===== config.mk =====
export PLATFORM = sky130hd
export DESIGN_NAME = spi_burst_master
export DESIGN_NICKNAME = d
export VERILOG_FILES = /design/src/rtl/spi_burst_master.sv
export SDC_FILE = /design/constraint.sdc
export NUM_CORES = 1
export LEC_CHECK = 0
export CAP_MARGIN = 20
export CORE_MARGIN = 2
export CORE_UTILIZATION = 43
export DETAILED_ROUTE_END_ITERATION = 8
export PLACE_DENSITY = 0.66
export SYNTH_ARGS = -nofsm -noshare
export SYNTH_HDL_FRONTEND = slang
export SYNTH_SLANG_ARGS = --single-unit

===== constraint.sdc =====
create_clock -name i_clk -period 6.7 [get_ports i_clk]
set_input_delay 1.005 -clock i_clk [delete_from_list [all_inputs] [get_ports i_clk]]
set_output_delay 1.005 -clock i_clk [all_outputs]
set_load 0.005 [all_outputs]

===== src/rtl/spi_burst_master.sv =====
// SPI mode-0 burst master: one chip-select frame carries a command byte, an
// address byte and 0-7 read bytes. Each read byte is returned on a one-cycle strobe.
module spi_burst_master #(
  parameter int CLK_DIV    = 4,
  parameter int BYTE_DELAY = 0
) (
  input  logic       i_clk,
  input  logic       i_rst,
  input  logic       i_start,
  input  logic [7:0] i_cmd,
  input  logic [7:0] i_addr,
  input  logic [2:0] i_rd_len,
  output logic       o_busy,
  output logic       o_done,
  output logic [7:0] o_rd_data,
  output logic       o_rd_valid,
  output logic [2:0] o_rd_idx,
  output logic       o_sclk,
  output logic       o_mosi,
  input  logic       i_miso,
  output logic       o_cs_n
);

  localparam int DIV_MAX = (CLK_DIV > BYTE_DELAY) ? CLK_DIV : BYTE_DELAY;
  localparam int CNT_W   = (DIV_MAX > 1) ? $clog2(DIV_MAX) : 1;
  localparam logic [CNT_W-1:0] DIV_LAST = CNT_W'(CLK_DIV - 1);
  localparam logic [CNT_W-1:0] GAP_LAST = CNT_W'(BYTE_DELAY - 1);

  typedef enum logic [2:0] {IDLE, LOW, HIGH, GAP, HOLD} state_e;

  state_e           state_q, state_d;
  logic [CNT_W-1:0] div_q, div_d;
  logic [2:0]       bit_q, bit_d;
  logic [3:0]       byte_q, byte_d;
  logic [7:0]       tx_q, tx_d;
  logic [7:0]       rx_q, rx_d;
  logic [7:0]       addr_q, addr_d;
  logic [2:0]       len_q, len_d;
  logic             byte_end;

  logic       sclk_q, sclk_d, mosi_q, mosi_d, cs_n_q, cs_n_d;
  logic       busy_q, busy_d, done_q, done_d, rd_valid_q, rd_valid_d;
  logic [7:0] rd_data_q, rd_data_d;
  logic [2:0] rd_idx_q, rd_idx_d;

  // State, counters and registered outputs
  always_ff @(posedge i_clk) begin
    if (i_rst) begin
      state_q    <= IDLE;
      div_q      <= '0;
      bit_q      <= '0;
      byte_q     <= '0;
      sclk_q     <= 1'b0;
      mosi_q     <= 1'b0;
      cs_n_q     <= 1'b1;
      busy_q     <= 1'b0;
      done_q     <= 1'b0;
      rd_valid_q <= 1'b0;
      rd_data_q  <= '0;
      rd_idx_q   <= '0;
    end else begin
      state_q    <= state_d;
      div_q      <= div_d;
      bit_q      <= bit_d;
      byte_q     <= byte_d;
      sclk_q     <= sclk_d;
      mosi_q     <= mosi_d;
      cs_n_q     <= cs_n_d;
      busy_q     <= busy_d;
      done_q     <= done_d;
      rd_valid_q <= rd_valid_d;
      rd_data_q  <= rd_data_d;
      rd_idx_q   <= rd_idx_d;
    end
  end

  // Data path registers carry no reset; they are reloaded on every acceptance
  always_ff @(posedge i_clk) begin
    tx_q   <= tx_d;
    rx_q   <= rx_d;
    addr_q <= addr_d;
    len_q  <= len_d;
  end

  always_comb begin
    state_d  = state_q;
    div_d    = div_q;
    bit_d    = bit_q;
    byte_d   = byte_q;
    tx_d     = tx_q;
    rx_d     = rx_q;
    addr_d   = addr_q;
    len_d    = len_q;
    byte_end = 1'b0;
    case (state_q)
      IDLE: begin
        if (i_start) begin
          state_d = LOW;
          div_d   = '0;
          bit_d   = '0;
          byte_d  = '0;
          tx_d    = i_cmd;
          addr_d  = i_addr;
          len_d   = i_rd_len;
        end
      end
      LOW: begin
        if (div_q == DIV_LAST) begin
          state_d = HIGH;
          div_d   = '0;
          rx_d    = {rx_q[6:0], i_miso};
        end else begin
          div_d = div_q + CNT_W'(1);
        end
      end
      HIGH: begin
        if (div_q == DIV_LAST) begin
          div_d = '0;
          if (bit_q == 3'd7) begin
            byte_end = 1'b1;
            bit_d    = '0;
            if (byte_q == {1'b0, len_q} + 4'd1) begin
              state_d = HOLD;
            end else begin
              byte_d  = byte_q + 4'd1;
              tx_d    = (byte_q == 4'd0) ? addr_q : 8'h00;
              state_d = (BYTE_DELAY == 0) ? LOW : GAP;
            end
          end else begin
            bit_d   = bit_q + 3'd1;
            tx_d    = {tx_q[6:0], 1'b0};
            state_d = LOW;
          end
        end else begin
          div_d = div_q + CNT_W'(1);
        end
      end
      GAP: begin
        if (div_q == GAP_LAST) begin
          state_d = LOW;
          div_d   = '0;
        end else begin
          div_d = div_q + CNT_W'(1);
        end
      end
      HOLD: begin
        if (div_q == DIV_LAST) begin
          state_d = IDLE;
          div_d   = '0;
        end else begin
          div_d = div_q + CNT_W'(1);
        end
      end
      default: state_d = IDLE;
    endcase
  end

  // Outputs are derived from the upcoming state so they register in step with it
  always_comb begin
    sclk_d     = (state_d == HIGH);
    cs_n_d     = (state_d == IDLE);
    busy_d     = (state_d != IDLE);
    done_d     = (state_q == HOLD) && (state_d == IDLE);
    mosi_d     = mosi_q;
    if (state_d == LOW) begin
      mosi_d = tx_d[7];
    end else if (state_d == HOLD || state_d == IDLE) begin
      mosi_d = 1'b0;
    end
    rd_valid_d = byte_end && (byte_q >= 4'd2);
    rd_data_d  = rd_valid_d ? rx_q : rd_data_q;
    rd_idx_d   = rd_valid_d ? 3'(byte_q - 4'd2) : rd_idx_q;
  end

  assign o_sclk     = sclk_q;
  assign o_mosi     = mosi_q;
  assign o_cs_n     = cs_n_q;
  assign o_busy     = busy_q;
  assign o_done     = done_q;
  assign o_rd_valid = rd_valid_q;
  assign o_rd_data  = rd_data_q;
  assign o_rd_idx   = rd_idx_q;

endmodule


# [After elaboration in Yosys (flattened, before gate mapping)]
# Cells that the tools add are included.
# Widths: inputs -> output; s select.
[op_classes] addsub=5 n_lt_le_gt_ge=1 n_eq_ne=15 n_mux=31 reduce_logical=17
[ops] operator="$mux 8" n=5
[ops] operator="$mux 3" n=10
[ops] operator="$mux 4" n=4
[ops] operator="$pmux 8 s2" n=1
[ops] operator="$pmux 3 s5" n=1
[ops] operator="$eq 3x2->1 const B" n=3
[ops] operator="$eq 3x3->1 const B" n=3
[ops] operator="$ne 2x2->1 const B" n=4
[ops] operator="$pmux 4 s2" n=1
[ops] operator="$eq 3x1->1 const B" n=2
[ops] operator="$logic_not 3->1" n=2
[ops] operator="$pmux 3 s2" n=1
[ops] operator="$reduce_and 2->1" n=3
[ops] operator="$reduce_bool 2->1" n=3
[ops] operator="$mux 1" n=5
[ops] operator="$reduce_and 5->1" n=1
[ops] operator="$add 3x1->4 const B" n=1
[ops] operator="$add 4x1->4 const B" n=1
[ops] operator="$eq 4x4->1" n=1
[ops] operator="$ge 4x2->1 const B" n=1
[ops] operator="$logic_not 4->1" n=1
[ops] operator="$mux 2" n=2
[ops] operator="$pmux 2 s2" n=1
[ops] operator="$reduce_and 4->1" n=1
[ops] operator="other kinds (10)" n=11
[word_totals] ff_bits=56 in_bits=23 out_inout_bits=17 elab_cells=86

# [Depth between registers and ports, before layout]
[depth] word_depth=10 mapped_depth=10 depth_no_buf=7

# [Worst setup path after synthesis]
# Ideal clock, no wire load.
[synth_timing] kind="input-to-reg" startpoint="input port i_start" endpoint="register tx_q[0], enable pin" setup_ps=375 t_arrival_ps=1903 t_required_ps=6325 slack_ps=4422 cell_stages=4 n_path_buf=1 cell_sequence="nor2b_1 -> buf_2 -> o21ai_0 -> a31oi_1"
[synth_via] elab_chain_len=2
[synth_lines] element="from (decl)" line_no="9" source="input logic i_start,"
[synth_lines] element="$ne 2x2->1 (no source line)"
[synth_lines] element="$reduce_and 4->1 (no source line)"
[synth_lines] element="to (signal assigned)" line_no="79" source="tx_q <= tx_d;"
[synth_lines] element="to (decl)" line_no="35" source="logic [7:0] tx_q, tx_d;"
# No other way between the ends.
# A chain may end at the register's enable or synchronous reset.

# [Final worst setup path]
[layout_timing] startpoint="input port i_start" endpoint="register tx_q[6], enable pin"
# Same word-level chain as after synthesis.

==> reports/metrics.cfg <==
[timing]
finalHoldWorstSlack_ns = 0.459
max_freq_ghz = 0.314
tns_ns = 0
slew-limit-headroom = 0.417
finalSetupViolCount = 0
final_max_slew_viol_count = 0
tightestPinTransition_ns = 0.871
rsz0062_at_grt = no
hold_viol_final = 0
fin_crit_sh = 0.475
fin_skew_ns = 0.00436
min_period_ns = 3.18

[detailed_routing]
drc_errors = 0
ant_nets = 0
drt_iter0_markers = 122
dr.pass1.iters = 4
wl_microns = 5060
wl_per_cell_microns = 15.0
viasPerCell = 5.56
vias = 1878

[yosys]
ys_types = 50
syn_inst = 232
synth-seq-area-share = 0.550
ys_warn_count = 0
synthFlopType = dfxtp_1
syn_nets = 263
synth.avg_cell_area_sq_um = 10.8
syn_area_sq_um = 2510
synth-seq-cells = 56
synth_edf_count = 26
ys_async_sr_fraction = 0

[pwr]
ir_worst_vdd_mv = 0.0970
p_total_mw = 0.620
p_leak_nw = 1.14
p_per_area_nw_per_um2 = 206

[global_route]
grt_max_degree = 27
grt_first_pass_wirelength_microns = 8510
globalRoute.totalOverflow = 0
grt.met1_usage = 0.233
use_met3 = 0.0315
top_usage_layer = met2
grtUsageMet2 = 0.271
antenna_found_initial = 0
grt_pass1_vias = 1768
grtUsageTotal = 0.170

[worst_setup_path]
critical_path_class = in2reg
crit_path_top_delay_cell = a31oi_1
critPathBufInv = 1
cp_max_fo = 10
max_stage_delay_ns = 0.67
worst_setup_path_start_kind = input port
cp.arrival_ns = 3.12
worstPathRequired_ns = 6.64
end_kind = flip-flop
cp_top_family = compound AO/OA/AOI/OAI gates
crit_chain = clkdlybuf4s50_1 > nor2b_1 > o21ai_0 > a31oi_1

[clocking]
cts_max_path_buffers = 2
cts_hold_buffers = 0
post-cts-setup-buffer-count = 0
clock-sinks = 56
ctsResizeCount = 0
numCtsBuffers = 5
cts_tree = built
clk_pin_slew_worst_paths_ns = 0.09
worstSkewPairLatency_ns = 0.30
cts_root_buf = clkbuf_8
clock_tree.htree_level_count = 2

[cells_and_area]
antenna_cells = 0
layout-drive-gt1-share = 0.0526
fillers = 518
regArea_sq_um = 1380
syn_to_final_growth_pct = 19.9
final_util = 0.541
multiInputGateArea_sq_um = 1030
layout.nets = 296
fin_area_sq_um = 3010

[hold_path]
hold_path.class = reg2reg

[job]
cap_violations = 0

[die]
coreArea_sq_um = 5570
start_util = 0.451
die_y_microns = 80.5
num_io_pins = 40
die_width_microns = 80.5
rows = 27
dieArea_sq_um = 6470

[placement]
dp_hpwl_microns = 3520
placed_area_sq_um = 2930
gp_congestion = 0.833
portBuffers = 39

[run_status]
status = completed

-- cells in the final DEF, fill, tap and decap left out, types with 2 or more instances in the layout --
cell type	synthesis	layout
clkdlybuf4s50_1	0	39
dfxtp_1	30	30
edfxtp_1	26	26
nor2_1	24	24
nand2_1	12	12
mux2i_1	10	10
a21oi_1	10	10
o21ai_0	10	10
inv_1	9	9
ha_1	8	8
nor3_1	7	7
and3_1	7	7
a221o_1	6	6
nor2b_1	5	5
clkbuf_8	0	5
nor3b_1	4	4
xor2_1	3	3
nand4_1	3	3
a31oi_1	3	3
and2_1	3	3
or4_1	3	3
a211oi_1	3	3
nand3_1	2	2
a311oi_1	2	2
and3b_1	2	2
nor4_1	2	2
a21boi_1	2	2
-- worst register-to-register path: cells and delay by family, from the launching register on --
family / cells / cell delay (ns)
flip-flops: 1 / 0.48
AND/OR/NAND/NOR: 1 / 0.75
AO/OA/AOI/OAI: 2 / 1.10
-- logic make-up after synthesis --
logic type,synth area share
AO/OA/AOI/OAI,0.139
XOR/XNOR,0.0139
adder cells (fa/ha/maj),0.0398
buffers and inverters,0.0418
flip-flops,0.550
multiplexers,0.0398
AND/OR/NAND/NOR,0.176
-- sequential cells by signal (all words and copies together) (netlist names), 3 cells and up --
| signal | cells |
|---|---|
| byte_q | 4 |
| tx_q | 8 |
| len_q | 3 |
| rx_q | 8 |
| addr_q | 8 |
| o_rd_idx | 3 |
| state_q | 3 |
| o_rd_data | 8 |
| bit_q | 3 |
-- cells in the mapped netlist, drive strengths merged, types with 4 or more instances --
library cell	count	area share
and3	7	0.017
ha	8	0.040
a21oi	10	0.020
nor2b	5	0.012
inv	9	0.013
nor3b	4	0.012
buf	5	0.015
o21ai	10	0.020
nand2	12	0.018
and2	4	0.010
edfxtp	26	0.31
dfxtp	30	0.24
a221o	6	0.024
nor3	7	0.014
clkbuf	9	0.013
mux2i	10	0.040
nor2	24	0.036
-- layout make-up --
| cell class | count | area share |
|---|---|---|
| Clock buffer | 7 | 0.0257 |
| Timing Repair Buffer | 40 | 0.132 |
| Tap cell | 72 | 0.0299 |
| Sequential cell | 56 | 0.458 |
| Multi-Input combinational cell | 153 | 0.341 |
| Inverter | 9 | 0.0112 |
| Clock inverter | 1 | 0.00166 |
-- layer usage --
layer / wire length [microns] / share of wire
met1: 2390 / 0.47
met2: 2450 / 0.49
met3: 136 / 0.027
met4: 79 / 0.016
met5: 0 / 0
-- final timing paths --
kind	startpoint	to	slack, ns	cells past startpoint
min reg2reg	rx_q[6]$_DFFE_PP_	rx_q[7]$_DFFE_PP_	0.46	0
min	rx_q[6]$_DFFE_PP_	rx_q[7]$_DFFE_PP_	0.46	0
max	i_start	tx_q[6]$_DFFE_PP_	3.52	4
max reg2reg	state_q[2]$_SDFF_PP0_	tx_q[6]$_DFFE_PP_	4.02	3
-- through the flow --
stage / setup WS [ns] / std cells
after floorplan: 4.42 / 232
after CTS: 3.52 / 338
final: 3.52 / 338
after global routing: 3.34 / 338
after global placement: 3.24 / 330
after detailed placement: 3.21 / 330
-- power breakdown --
part / switching, mW / leakage, nW / internal, mW
registers: 0.00817 / 0.490 / 0.371
clock network: 0.104 / 0.0452 / 0.0751
logic: 0.0304 / 0.604 / 0.0318
Note: power is estimated with default switching activity, not from simulation.
